==> config.mk <==
export PLATFORM = sky130hd
export DESIGN_NAME = deserializer
export DESIGN_NICKNAME = d
export VERILOG_FILES = /design/src/rtl/deser_pkg.sv /design/src/rtl/deser_gap_timer.sv /design/src/rtl/deserializer.sv
export SDC_FILE = /design/constraint.sdc
export NUM_CORES = 1
export LEC_CHECK = 0
export CAP_MARGIN = 0
export CELL_PAD_IN_SITES_DETAIL_PLACEMENT = 0
export CELL_PAD_IN_SITES_GLOBAL_PLACEMENT = 1
export CORE_MARGIN = 5
export CORE_UTILIZATION = 40
export DETAILED_ROUTE_END_ITERATION = 10
export HOLD_SLACK_MARGIN = 0.03
export PLACE_DENSITY = 0.68
export SLEW_MARGIN = 30
export SYNTH_ARGS = -nofsm -noshare
export SYNTH_HDL_FRONTEND = slang
export SYNTH_SLANG_ARGS = --single-unit
==> constraint.sdc <==
create_clock -name clk_i -period 3.7 [get_ports clk_i]
set_input_delay 0.74 -clock clk_i [delete_from_list [all_inputs] [get_ports clk_i]]
set_output_delay 0.74 -clock clk_i [all_outputs]
set_load 0.005 [all_outputs]
==> src/rtl/deser_pkg.sv <==
// Shared definitions for the serial-to-parallel deserializer slice:
// default geometry, FSM state encoding and counter width helpers.
package deser_pkg;

  localparam int DESER_WORD_LEN_DEF    = 16;
  localparam int DESER_GAP_TIMEOUT_DEF = 8;

  // Counter widths for the default geometry; instances derive their own.
  localparam int DESER_BCNT_W = $clog2(DESER_WORD_LEN_DEF + 1);
  localparam int DESER_GCNT_W = $clog2(DESER_GAP_TIMEOUT_DEF + 1);

  typedef enum logic {
    IDLE = 1'b0,
    RECV = 1'b1
  } deser_state_t;

endpackage

==> src/rtl/deser_gap_timer.sv <==
// Gap watchdog for serial links: counts consecutive idle cycles while
// enabled and raises a single-cycle expire pulse when the idle run reaches
// GAP_TIMEOUT. A kick in the would-be expiry cycle suppresses the pulse.
module deser_gap_timer
  import deser_pkg::*;
#(
  parameter int GAP_TIMEOUT = DESER_GAP_TIMEOUT_DEF
) (
  input  logic clk_i,
  input  logic rst_n_i,
  input  logic enable,
  input  logic kick,
  output logic expire
);

  localparam int GCNT_W = $clog2(GAP_TIMEOUT + 1);
  localparam logic [GCNT_W-1:0] GAP_LAST = GCNT_W'(GAP_TIMEOUT - 1);

  logic [GCNT_W-1:0] gap_cnt_q;

  // The idle cycle that would bring the count to GAP_TIMEOUT is the expiry cycle.
  assign expire = enable && !kick && (gap_cnt_q == GAP_LAST);

  // Idle-run counter; held at zero when disabled, kicked or just expired.
  always_ff @(posedge clk_i or negedge rst_n_i) begin
    if (!rst_n_i) begin
      gap_cnt_q <= '0;
    end else if (!enable || kick || expire) begin
      gap_cnt_q <= '0;
    end else begin
      gap_cnt_q <= gap_cnt_q + GCNT_W'(1);
    end
  end

endmodule

==> src/rtl/deserializer.sv <==
// Serial-to-parallel deserializer: gathers WORD_LEN valid serial bits into
// a word, presents it with a one-cycle valid pulse and drops partial words
// when the stream stalls mid-word for GAP_TIMEOUT cycles.
// Build option: define DESER_LSB_FIRST_EN to place the first received bit in
// deser_data_o[0]; by default the first bit lands in the MSB.
module deserializer
  import deser_pkg::*;
#(
  parameter int WORD_LEN    = DESER_WORD_LEN_DEF,
  parameter int GAP_TIMEOUT = DESER_GAP_TIMEOUT_DEF
) (
  input  logic                clk_i,
  input  logic                rst_n_i,
  input  logic                data_i,
  input  logic                data_val_i,
  output logic [WORD_LEN-1:0] deser_data_o,
  output logic                deser_data_val_o,
  output logic                busy_o,
  output logic                drop_o
);

  localparam int BCNT_W = $clog2(WORD_LEN + 1);
  localparam logic [BCNT_W-1:0] BIT_LAST = BCNT_W'(WORD_LEN - 1);

  deser_state_t        state_q, state_d;
  logic [BCNT_W-1:0]   bit_cnt_q, bit_cnt_d;
  logic [WORD_LEN-1:0] shift_q, shift_d;
  logic [WORD_LEN-1:0] shift_next;
  logic                word_done;
  logic                gap_expire;

  // Insert one serial bit into the partial word in the configured bit order.
  function automatic logic [WORD_LEN-1:0] shift_in(input logic [WORD_LEN-1:0] cur,
                                                    input logic bit_in);
`ifdef DESER_LSB_FIRST_EN
    return {bit_in, cur[WORD_LEN-1:1]};
`else
    return {cur[WORD_LEN-2:0], bit_in};
`endif
  endfunction

  assign shift_next = shift_in(shift_q, data_i);
  assign busy_o     = (state_q == RECV);

  deser_gap_timer #(
    .GAP_TIMEOUT(GAP_TIMEOUT)
  ) u_gap_timer (
    .clk_i  (clk_i),
    .rst_n_i(rst_n_i),
    .enable (state_q == RECV),
    .kick   (data_val_i),
    .expire (gap_expire)
  );

  // Next-state logic: count bits, complete on the last one, abandon on expiry.
  always_comb begin
    state_d   = state_q;
    bit_cnt_d = bit_cnt_q;
    shift_d   = shift_q;
    word_done = 1'b0;
    case (state_q)
      IDLE: begin
        if (data_val_i) begin
          state_d   = RECV;
          bit_cnt_d = BCNT_W'(1);
          shift_d   = shift_next;
        end
      end
      RECV: begin
        if (data_val_i) begin
          if (bit_cnt_q == BIT_LAST) begin
            state_d   = IDLE;
            bit_cnt_d = '0;
            shift_d   = '0;
            word_done = 1'b1;
          end else begin
            bit_cnt_d = bit_cnt_q + BCNT_W'(1);
            shift_d   = shift_next;
          end
        end else if (gap_expire) begin
          state_d   = IDLE;
          bit_cnt_d = '0;
          shift_d   = '0;
        end
      end
      default: begin
        state_d   = IDLE;
        bit_cnt_d = '0;
        shift_d   = '0;
      end
    endcase
  end

  // FSM state, bit counter and partial-word shift register.
  always_ff @(posedge clk_i or negedge rst_n_i) begin
    if (!rst_n_i) begin
      state_q   <= IDLE;
      bit_cnt_q <= '0;
      shift_q   <= '0;
    end else begin
      state_q   <= state_d;
      bit_cnt_q <= bit_cnt_d;
      shift_q   <= shift_d;
    end
  end

  // Registered outputs: word load with valid pulse, and the drop pulse.
  always_ff @(posedge clk_i or negedge rst_n_i) begin
    if (!rst_n_i) begin
      deser_data_o     <= '0;
      deser_data_val_o <= 1'b0;
      drop_o           <= 1'b0;
    end else begin
      deser_data_val_o <= word_done;
      drop_o           <= gap_expire;
      if (word_done) begin
        deser_data_o <= shift_next;
      end
    end
  end

endmodule
### Yosys cells after proc, flatten, opt, wreduce, memory -nomap -nowiden

Index checks and enable logic that the tools add are counted.

* add/sub/neg operators: 2
* equality and inequality tests: 4
* mux-type cells: 19
* bitwise logic cells: 1
* reductions and logical operators: 7

Operator list (count)
* $mux 15: 4
* $pmux 15 s2: 1
* $mux 5: 4
* $pmux 5 s2: 1
* $mux 1: 7
* $add 5x1->5 const B: 1
* $eq 5x4->1 const B: 1
* $add 4x1->4 const B: 1
* $eq 4x3->1 const B: 1
* $mux 4: 1
* $ne 3x2->1 const B: 1
* $logic_and 1x1->1: 2
* $logic_not 1->1: 2
* $logic_or 1x1->1: 2
* $ne 2x2->1 const B: 1
* $pmux 1 s2: 1
* $reduce_and 2->1: 1
* $not 1->1: 1

* bits in registers: 43
* output and inout port bits: 19
* word-level logic and storage cells: 40

### Longest topological paths before layout

Gate-level depths: netlist of the first run.

* depth in word-level cells: 6
* mapped depth: 5

### Modules after synthesis

A second synthesis of the first run with hierarchy kept.

* cell total of the unflattened synthesis: 116
* area total of the unflattened synthesis: 1735.4 um^2

By module, submodules not included
* deserializer: instances 1, cells an instance 99, area an instance 1535.2 um^2, sequential area each 975.9 um^2
* deser_gap_timer: instances 1, cells an instance 17, area an instance 200.2 um^2, sequential area each 100.1 um^2

### Least setup slack after synthesis of the first run

Ideal clock, no wire load.

* path type: input to register
* start: input port data_val_i
* end: register deser_data_o[10]
* data arrival time: 1.630 ns
* data required time: 3.575 ns
* slack: 1.945 ns
* stages: 4
* path buffers: 1
* cell sequence: nand2_1 -> nor3_4 -> buf_6 -> mux2_2

* cells in the longest elaborated chain, start to end: 2

RTL lines
* start, declared: RTL line deserializer.sv:15 `input logic data_val_i,`
* $mux 1: RTL line deserializer.sv:70 `if (data_val_i) begin`
* $mux 1: RTL line deserializer.sv:61 `case (state_q)`
* named net word_done: RTL line deserializer.sv:29 `logic word_done;`
* end signal, assigned: RTL line deserializer.sv:117 `deser_data_o <= shift_next;`
* end, declared: RTL line deserializer.sv:16 `output logic [WORD_LEN-1:0] deser_data_o,`

The timed path passes the listed nets, and every way through them passes these cells.
A chain may end at the register's enable or synchronous reset.

### Worst setup path after layout of the first run

* start: input port data_val_i
* end: register deser_data_o[7]

* cells in the longest elaborated chain, start to end: 2

RTL lines (RTL line)
* $mux 1: deserializer.sv:70
* $mux 1: deserializer.sv:61

Every way passes these cells.

==> run summary, run 1 <==
status = finished clean
Final Routed Wirelength = 2786 um
first-pass GRT wire length = 4954 um
worst hold path class = in2async
core area = 4000 sq um
Pint = 0.0007926 W
DRC viols = 0
DR iter-0 viols = 49
NumNets Final = 144
top cell type by total area after synthesis = dfrtp_1
Yosys Warn Count = 0
Global Route Usage Sum = 0.1205
VDD IR-drop max = 0.2889 mV
Fmax = 432.4 MHz
DRT antenna net count = 0
I/O Buffers = 22
FF-to-FF path depth = 4
critical path class = in2reg
Fill cells = 366
wire length per cell = 14.74 um
post-synth top area share = 0.6510
clock buffer count from CTS = 5
post-synth net total = 119
Clk pwr share = 0.359
final hold viol count = 0
CP Launch Type = input port
largest net degree at the start of global routing = 44
initial core utilization = 0.4132
Post-CTS Setup Repair Bufs = 0
Yosys reg bits = 43
most frequent cell after synthesis = dfrtp_1
total grt overflow = 0
predominant post-synthesis flop cell = dfrtp_1
Reg2Reg Setup Slack = 1.72 ns
Flop pwr share = 0.542
Core Util, Final = 0.5067
Clock Sinks = 43
n_diodes = 0
Sw Pwr = 0.0002299 W
vias in the first global route = 1039
mapped cell area = 1653 sq um
Hold Buf Count CTS = 0
Combinational Power Share = 0.099
final worst slack = 1.387 ns
die height = 74.28 um
Die Width = 74.28 um
Critical Path RT = 3.88 ns
Final Skew = 0.004898 ns
PwrDens = 504.5 nW/um^2
period utilization = 0.6251
final setup fails = 0
RSZ-0062 raised after global routing = no
die area = 5518 sq um
Post-synth ARST share = 1.000
row count = 23
synth top area cells = dfrtp_1 (65%), mux2_2 (11%), a22o_1 (9.5%), ha_1 (1.5%), nor2_1 (1.4%)
Slew @ Worst Pin = 0.8071 ns
Final Critical Period = 2.313 ns
vias post-DR = 982
Max clock buf depth = 2
Sum Neg Setup Slack = 0 ns
# IOs = 23
clk slew on worst S/H paths = 0.08 ns
R2R Path Start = bit_cnt_q[0]
post-CTS sizing = 0
dpl ws = 1.056 ns
HPWL after DPL = 1832 um
H-tree levels = 2
Seq/Total Area, Yosys = 0.6510
cell count after synthesis = 113
switching share of power = 0.2249
Crit. End Element = flop
Routability Congestion = 0.7545
later-pin clock latency in the skew report = 0.29 ns
Post-synth EDFFs = 0
number of max-cap violations = 0
CP arrival = 2.49 ns
library cells used by synthesis = 24
initial antenna violation count = 0
normalized max-slew margin = 0.4602
root buffer cell = clkbuf_8
syn avg cell area = 14.63 sq um
fin. max-slew vios = 0
crit-path max FO = 17
CTS tree = built
routed vias/inst = 5.196
drt pass-1 iters = 4
layout cell share with drive strength beyond 1 = 0.2014
Post-synth top cells = dfrtp_1 (43), a22o_1 (18), mux2_2 (16), nor2_1 (6)
Leak = 0.9583 nW
area grow syn2layout = 22.63%
Reg-to-Reg End = deser_data_o[7]
[logic make-up (layout without fill, tap and decap cells)]
kind of cell,Yosys count,count (layout),share of synthesized area
AO/OA/AOI/OAI,25,25,0.1264
flip-flops,43,43,0.6510
buffers and inverters,7,33,0.02119
AND/OR/NAND/NOR,17,17,0.06132
XOR/XNOR,3,3,0.01590
adder cells (fa/ha/maj),2,2,0.01514
multiplexers,16,16,0.1090
[metal layers]
layer,track usage,wire [um]
met1,0.1507,1315
met2,0.1860,1246
met3,0.05135,174
met4,0.04743,49
met5,0,0
[registers in the layout (all words and copies together), names as in the netlist]
name and cells:
deser_data_val_o 1, deser_data_o 16, shift_q 15, busy_o 1, bit_cnt_q 5, drop_o 1, u_gap_timer.gap_cnt_q 4
[power groups by stage]
stage | clock network [W] | registers, W | logic, W
floorplan | 0 | 0.000553 | 0.0000637
global placement | 0 | 0.000561 | 0.0000994
detailed placement | 0 | 0.000563 | 0.000103
CTS | 0.000382 | 0.000555 | 0.000103
global route | 0.000406 | 0.000562 | 0.000113
finish | 0.000367 | 0.000554 | 0.000101
[layout make-up]
type                    instances  area (sq um)  share of cell area
inverters                       3         11.26            0.005556
flip-flops and latches         43          1076              0.5309
clock buffers                   6         82.58             0.04074
multi-input cells              63         541.8              0.2673
repair buffers                 22         217.7              0.1074
clock inverters                 2         35.03             0.01728
well taps                      50         62.56             0.03086
[cell usage in the layout (no fill, tap or decap)]
cell type	Yosys	final
xor2_1	1	1
o21ai_0	2	2
ha_1	2	2
inv_1	3	3
nand2_1	2	2
clkbuf_8	0	6
nand3_1	3	3
nor2b_1	1	1
xnor2_1	2	2
buf_4	0	1
o21a_1	2	2
nand3_2	1	1
clkdlybuf4s50_1	0	21
nand3b_1	1	1
and4b_1	1	1
a22o_1	18	18
dfrtp_1	43	43
o31a_1	1	1
and3_1	1	1
a31o_2	1	1
nor3_4	1	1
clkinv_2	0	1
nor2_1	6	6
o22a_1	1	1
mux2_2	16	16
bufinv_16	0	1
[metrics by stage]
step                      cells  hold WS, ns  total power, W  area, sq um
after floorplan             113       0.4322       0.0006170         1653
after global placement      181       0.4470       0.0006608         1907
after detailed placement    181       0.4628       0.0006664         1907
after CTS                   189       0.4735        0.001040         2024
after global routing        189       0.4612        0.001082         2027
final                       189       0.4277        0.001023         2027
[critical path, stage by stage]
cell	delay, ns
clkdlybuf4s50_1	0.54
nand2_1	0.15
nor3_4	0.65
mux2_2	0.41
[how the worst max path moves through the flow]
| stage | to | slack [ns] | start |
|---|---|---|---|
| floorplan | deser_data_o[10] | 1.95 | data_val_i |
| global placement | deser_data_o[5] | 1.09 | data_val_i |
| detailed placement | deser_data_o[2] | 1.06 | data_val_i |
| CTS | deser_data_o[14] | 1.37 | data_val_i |
| global route | deser_data_o[14] | 1.24 | data_val_i |
| finish | deser_data_o[7] | 1.39 | data_val_i |
Note: power is estimated with default switching activity, not from simulation.
==> run 2, diff against run 1 <==
==> constraint.sdc (replaced) <==
create_clock -name clk_i -period 2.2 [get_ports clk_i]
set_input_delay 0.44 -clock clk_i [delete_from_list [all_inputs] [get_ports clk_i]]
set_output_delay 0.44 -clock clk_i [all_outputs]
set_load 0.005 [all_outputs]
==> run 2 against run 1 <==
  * Setup slack worse by 0.92 ns
  * Total power up 58%
  * Count of clock-buffer cells in the layout down 1
  * Utilization up 0.53 points
  * Largest power group unchanged
  * Hold slack worse by 0.34 ns
  * Critical endpoint is now busy_o
  * Clock skew up 0.0068 ns
  * Global-route usage up 0.11 points
  * Critical path type is now reg2out
  * Cell area up 1.0%
  * Final cell count up 1.6%
  * Non-clock buffer count up 3
  * Largest cell class unchanged
  * Critical path depth down 3
  * Routed wire length up 0.79%
==> run summary, run 2 (synthesis gave the netlist of run 1 again) <==
Reg with most FFs = deser_data_o
leading registers by flop count = deser_data_o x16, shift_q x15, bit_cnt_q x5
area grow syn2layout = 23.92%
fin cells = 192 (+1.6%)
Core Util, Final = 0.5120 (+0.005318)
Final Skew = 0.01173 ns (+0.006834 ns)
wire length per cell = 14.63 um (-0.79%)
most common cell after layout, fill and taps aside = dfrtp_1
Crit-path slowest cell = clkdlybuf4s50_1
WP buf/inv = 1 (unchanged)
DR iter-0 viols = 26 (-47%)
VDD IR-drop max = 0.3873 mV (+34%)
Clk pwr share = 0.314 (-0.045)
Max clock buf depth = 2 (unchanged)
root buffer cell = clkbuf_8
most frequent cells in the layout = dfrtp_1 (43), clkdlybuf4s50_1 (21), a22o_1 (18)
vias in the first global route = 1070 (+3.0%)
final setup fails = 0 (unchanged)
Post-CTS Setup Repair Bufs = 0 (unchanged)
fin. max-slew vios = 0 (unchanged)
CP Launch Type = flop
Pwr Total = 0.001615 W (+58%)
DRT antenna net count = 0 (unchanged)
DP Area = 1954 sq um (+2.5%)
CP peak stage delay = 0.54 ns (-0.11 ns)
core area = 4000 sq um (unchanged)
NumNets Final = 147 (+2.1%)
Fill cells = 344 (-6.0%)
Global Route Usage Sum = 0.1217 (+0.001129)
number of max-cap violations = 0 (unchanged)
period utilization = 0.7884
crit-path max FO = 8 (-9)
die height = 74.28 um (unchanged)
layout cell share with drive strength beyond 1 = 0.2183 (+0.01687)
FF-to-FF path depth = 4 (unchanged)
Reg2Reg Setup Slack = 0.54 ns (-1.18 ns)
normalized max-slew margin = 0.5505 (+0.09032)
routed vias/inst = 5.120 (-1.5%)
Combinational Power Share = 0.107 (+0.008)
switching share of power = 0.2588 (+0.03396)
status = finished clean
Routability Congestion = 0.8010 (+6.2%)
Die Width = 74.28 um (unchanged)
# IOs = 23 (unchanged)
row count = 23 (unchanged)
critical path class = reg2out
die area = 5518 sq um (unchanged)
vias post-DR = 983 (+0.10%)
RSZ-0062 raised after global routing = no
Final Routed Wirelength = 2808 um (+0.79%)
Hold Buf Count CTS = 0 (unchanged)
largest net degree at the start of global routing = 25 (-43%)
Final Instance Area = 2048 sq um (+1.0%)
Crit. End Element = primary output
Final Critical Period = 1.735 ns
Fmax = 576.5 MHz
initial core utilization = 0.4132 (unchanged)
total grt overflow = 0 (unchanged)
Reg-to-Reg End = bit_cnt_q[0]
multi-input logic area = 541.8 sq um (unchanged)
Inst Count DP = 184 (+1.7%)
register area = 1076 sq um (unchanged)
R2R Path Start = u_gap_timer.gap_cnt_q[0]
CTS tree = built
CP arrival = 1.29 ns (-1.20 ns)
HPWL after DPL = 1949 um (+6.4%)
cells along the critical path = clkdlybuf4s50_1
I/O Buffers = 22 (unchanged)
n_diodes = 0 (unchanged)
Crit. path cell count = 1 (-3)
DRC viols = 0 (unchanged)
PwrDens = 788.6 nW/um^2 (+56%)
initial antenna violation count = 0 (unchanged)
Critical Path RT = 1.76 ns (-2.12 ns)
drt pass-1 iters = 2 (-2)
final hold viol count = 0 (unchanged)
later-pin clock latency in the skew report = 0.30 ns (about the same)
Slew @ Worst Pin = 0.6743 ns (-0.1329 ns)
Pint = 0.001197 W (+51%)
Sw Pwr = 0.0004181 W (+82%)
worst hold path class = in2async
clk slew on worst S/H paths = 0.08 ns (about the same)
clock buffer count from CTS = 5 (unchanged)
first-pass GRT wire length = 5002 um (+0.97%)
H-tree levels = 2 (unchanged)
Leak = 0.9630 nW (+0.48%)
post-CTS sizing = 0 (unchanged)
Sum Neg Setup Slack = 0 ns (unchanged)
Crit path max-delay family = buffers and inverters
Flop pwr share = 0.578 (+0.036)
Largest register FFs = 16 (unchanged)
Clock Sinks = 43 (unchanged)
## run 2: cell types whose count changed in the layout (fill, tap and decap cells not counted)
cell / before / now
buf_2: 0 / 1
clkinv_2: 1 / 0
buf_12: 0 / 2
clkinv_4: 0 / 2
clkinvlp_4: 0 / 1
bufinv_16: 1 / 0
clkbuf_8: 6 / 5
## run 2: worst max path at each step
stage | start | to
after floorplan | bit_cnt_q[0] | deser_data_o[10]
after global routing | u_gap_timer.gap_cnt_q[0] | bit_cnt_q[3]
after detailed placement | data_val_i | deser_data_o[5]
after CTS | busy_o | busy_o
after global placement | data_val_i | deser_data_o[6]
final | busy_o | busy_o
## run 2: through the flow
stage	hold WS, ns	worst slack (ns)
after detailed placement	0.4233	0.2259
final	0.09151	0.4654
after global routing	0.1175	0.3840
after CTS	0.1046	0.4472
after global placement	0.4176	0.2439
after floorplan	0.1444	0.5677
## run 2: power groups by stage
| stage | clock network, W | registers, W | logic [W] |
|---|---|---|---|
| floorplan | 0 | 0.000931 | 0.000107 |
| global placement | 0 | 0.000947 | 0.000173 |
| detailed placement | 0 | 0.000948 | 0.000179 |
| CTS | 0.000526 | 0.000935 | 0.000178 |
| global route | 0.000552 | 0.000945 | 0.000195 |
| finish | 0.000508 | 0.000934 | 0.000174 |
## run 2: worst reg2reg max path, cell delays in order (launching register included)
cell      delay [ns]
dfrtp_1         0.40
ha_1            0.23
nand3b_1        0.15
o21a_1          0.58
a22o_1          0.25
## run 2: metal layers
layer  routed length (um)  vias up  part of all wire  track usage
met1                 1458      487              0.52       0.1667
met5                    0        -                 0            0
met2                 1181       21              0.42       0.1762
li1                     -      468                 -            -
met4                   62        0             0.022      0.06522
met3                  105        7             0.037      0.03378
## run 2: area by class of cell
class / count / share of cell area
Sequential cell: 43 / 0.5254
Multi-Input combinational cell: 63 / 0.2645
Timing Repair Buffer: 25 / 0.1283
Clock buffer: 5 / 0.03360
Tap cell: 50 / 0.03054
Clock inverter: 3 / 0.01222
Inverter: 3 / 0.005498
==> run 3, diff against run 2 <==
==> constraint.sdc (replaced) <==
create_clock -name clk_i -period 1.65 [get_ports clk_i]
set_input_delay 0.33 -clock clk_i [delete_from_list [all_inputs] [get_ports clk_i]]
set_output_delay 0.33 -clock clk_i [all_outputs]
set_load 0.005 [all_outputs]
==> run 3 against run 2 <==
  * Clock power grew 69%
  * Setup slack worse by 0.39 ns
  * Clock skew decreased by 0.0078 ns
  * Sequential power is 34% higher
  * Cell area is 4.5% higher
  * Flip-flop and latch count unchanged
  * Critical path depth is the same
  * Non-clock buffer count rose by 5
  * Largest power group unchanged
  * Highest routed layer unchanged
==> run summary, run 3 (synthesis gave the netlist of run 1 again) <==
vias in the first global route = 1002 (-6.4%)
Max clock buf depth = 2 (unchanged)
most frequent cells in the layout = dfrtp_1 (42), clkdlybuf4s50_1 (21), a22o_1 (18)
Fmax = 636.9 MHz
NumNets Final = 152 (+3.4%)
normalized max-slew margin = 0.6595 (+0.1091)
root buffer cell = clkbuf_8
DRT antenna net count = 0 (unchanged)
most common cell after layout, fill and taps aside = dfrtp_1
status = finished clean
CTS tree = built
fin. max-slew vios = 0 (unchanged)
core area = 4000 sq um (unchanged)
Reg with most FFs = deser_data_o
Fin Hold WS = 0.4582 ns (+0.3667 ns)
hold-critical path depth = 1
Slew @ Worst Pin = 0.5107 ns (-0.1636 ns)
Crit. End Element = primary output
die area = 5518 sq um (unchanged)
Leak = 1.006 nW (+4.5%)
CP Launch Type = flop
VDD IR-drop max = 0.7193 mV (+86%)
later-pin clock latency in the skew report = 0.29 ns (about the same)
Pwr Total = 0.002362 W (+46%)
worst hold path class = reg2reg
Critical Path RT = 1.32 ns (-0.44 ns)
Routability Congestion = 0.7516 (-6.2%)
DR iter-0 viols = 33 (+27%)
cells along the critical path = clkdlybuf4s50_1
PwrDens = 1103 nW/um^2 (+40%)
clock buffer count from CTS = 5 (unchanged)
routed vias/inst = 5.030 (-1.7%)
I/O Buffers = 22 (unchanged)
Largest register FFs = 16 (unchanged)
Final Critical Period = 1.570 ns
final hold viol count = 0 (unchanged)
clk slew on worst S/H paths = 0.08 ns (about the same)
Clock Sinks = 43 (unchanged)
H-tree levels = 2 (unchanged)
drt pass-1 iters = 4 (+2)
leading registers by flop count = deser_data_o x16, shift_q x15, bit_cnt_q x5
area grow syn2layout = 29.52%
RSZ-0062 raised after global routing = no
vias post-DR = 991 (+0.81%)
first-pass GRT wire length = 4843 um (-3.2%)
wire length per cell = 14.43 um (-1.3%)
# IOs = 23 (unchanged)
die height = 74.28 um (unchanged)
DRC viols = 0 (unchanged)
Global Route Usage Sum = 0.1162 (-0.005446)
CP arrival = 1.24 ns (-0.05 ns)
critical path class = reg2out
multi-input logic area = 553.0 sq um (+2.1%)
largest net degree at the start of global routing = 23 (-8.0%)
final setup fails = 0 (unchanged)
Final Skew = 0.003964 ns (-0.007768 ns)
Fill cells = 330 (-4.1%)
crit-path max FO = 8 (unchanged)
Crit-path slowest cell = clkdlybuf4s50_1
register area = 1077 sq um (+0.12%)
Crit. path cell count = 1 (unchanged)
CP peak stage delay = 0.52 ns (-0.02 ns)
initial core utilization = 0.4132 (unchanged)
layout cell share with drive strength beyond 1 = 0.2585 (+0.04019)
Die Width = 74.28 um (unchanged)
n_diodes = 0 (unchanged)
initial antenna violation count = 0 (unchanged)
Crit path max-delay family = buffers and inverters
number of max-cap violations = 0 (unchanged)
Final Routed Wirelength = 2843 um (+1.2%)
WP buf/inv = 1 (unchanged)
row count = 23 (unchanged)
total grt overflow = 0 (unchanged)
period utilization = 0.9516
FF-to-FF path depth = 5 (+1)
HPWL after DPL = 1978 um (+1.5%)
==> run 3: stage by stage <==
step | instances | TNS (ns) | worst slack (ns) | instance area [sq um] | utilization
floorplan | 113 | 0 | 0.01765 | 1653 | -
global placement | 187 | -2.136 | -0.07512 | 1989 | 0.4973
detailed placement | 187 | -2.695 | -0.1036 | 1989 | 0.4973
CTS | 196 | 0 | 0.0002740 | 2121 | 0.5302
global route | 197 | 0 | 0.01926 | 2141 | 0.5352
finish | 197 | 0 | 0.07985 | 2141 | 0.5352
==> run 3: worst paths after layout <==
path	from	slack [ns]	endpoint
worst min-delay path	u_gap_timer.gap_cnt_q[0]	0.46	u_gap_timer.gap_cnt_q[0]
worst max-delay path	busy_o	0.08	busy_o
worst max register to register	bit_cnt_q[0]	0.08	deser_data_o[0]
worst min register to register	u_gap_timer.gap_cnt_q[0]	0.46	u_gap_timer.gap_cnt_q[0]
max in group asynchronous	rst_n_i	0.63	shift_q[6]
min in group asynchronous	rst_n_i	0.54	bit_cnt_q[0]
==> run 3: worst register-to-register path, cell delays in order, from the launching register on <==
cell and delay [ns]:
dfrtp_1 0.38, ha_2 0.24, nand3_4 0.10, nor3_4 0.21, buf_12 0.18, mux2_2 0.36
==> run 3: timing repair <==
| item | 4_1_cts | 5_1_grt |
|---|---|---|
| hold endpoints to repair | 21 | 0 |
| gates resized for setup | 0 | 4 |
| setup buffers | 0 | 1 |
| endpoints found under the setup margin | 0 | 33 |
| hold buffers | 1 | 0 |
==> run 3: where the power goes <==
part           switching, W  internal [W]
logic             0.0000987      0.000155
registers         0.0000963       0.00116
clock network      0.000359      0.000498
total              0.000554       0.00181
==> run 3: cell type report <==
class / instances / area share
repair buffers: 30 / 0.1473
clock inverters: 2 / 0.01812
multi-input cells: 63 / 0.2583
well taps: 50 / 0.02922
flip-flops and latches: 43 / 0.5032
inverters: 3 / 0.005260
clock buffers: 6 / 0.03857
==> run 3: layer usage <==
| layer | global-route usage | routed length [um] |
|---|---|---|
| met1 | 0.1613 | 1450 |
| met4 | 0.03557 | 25 |
| met5 | 0 | 0 |
| met2 | 0.1683 | 1206 |
| met3 | 0.04730 | 160 |
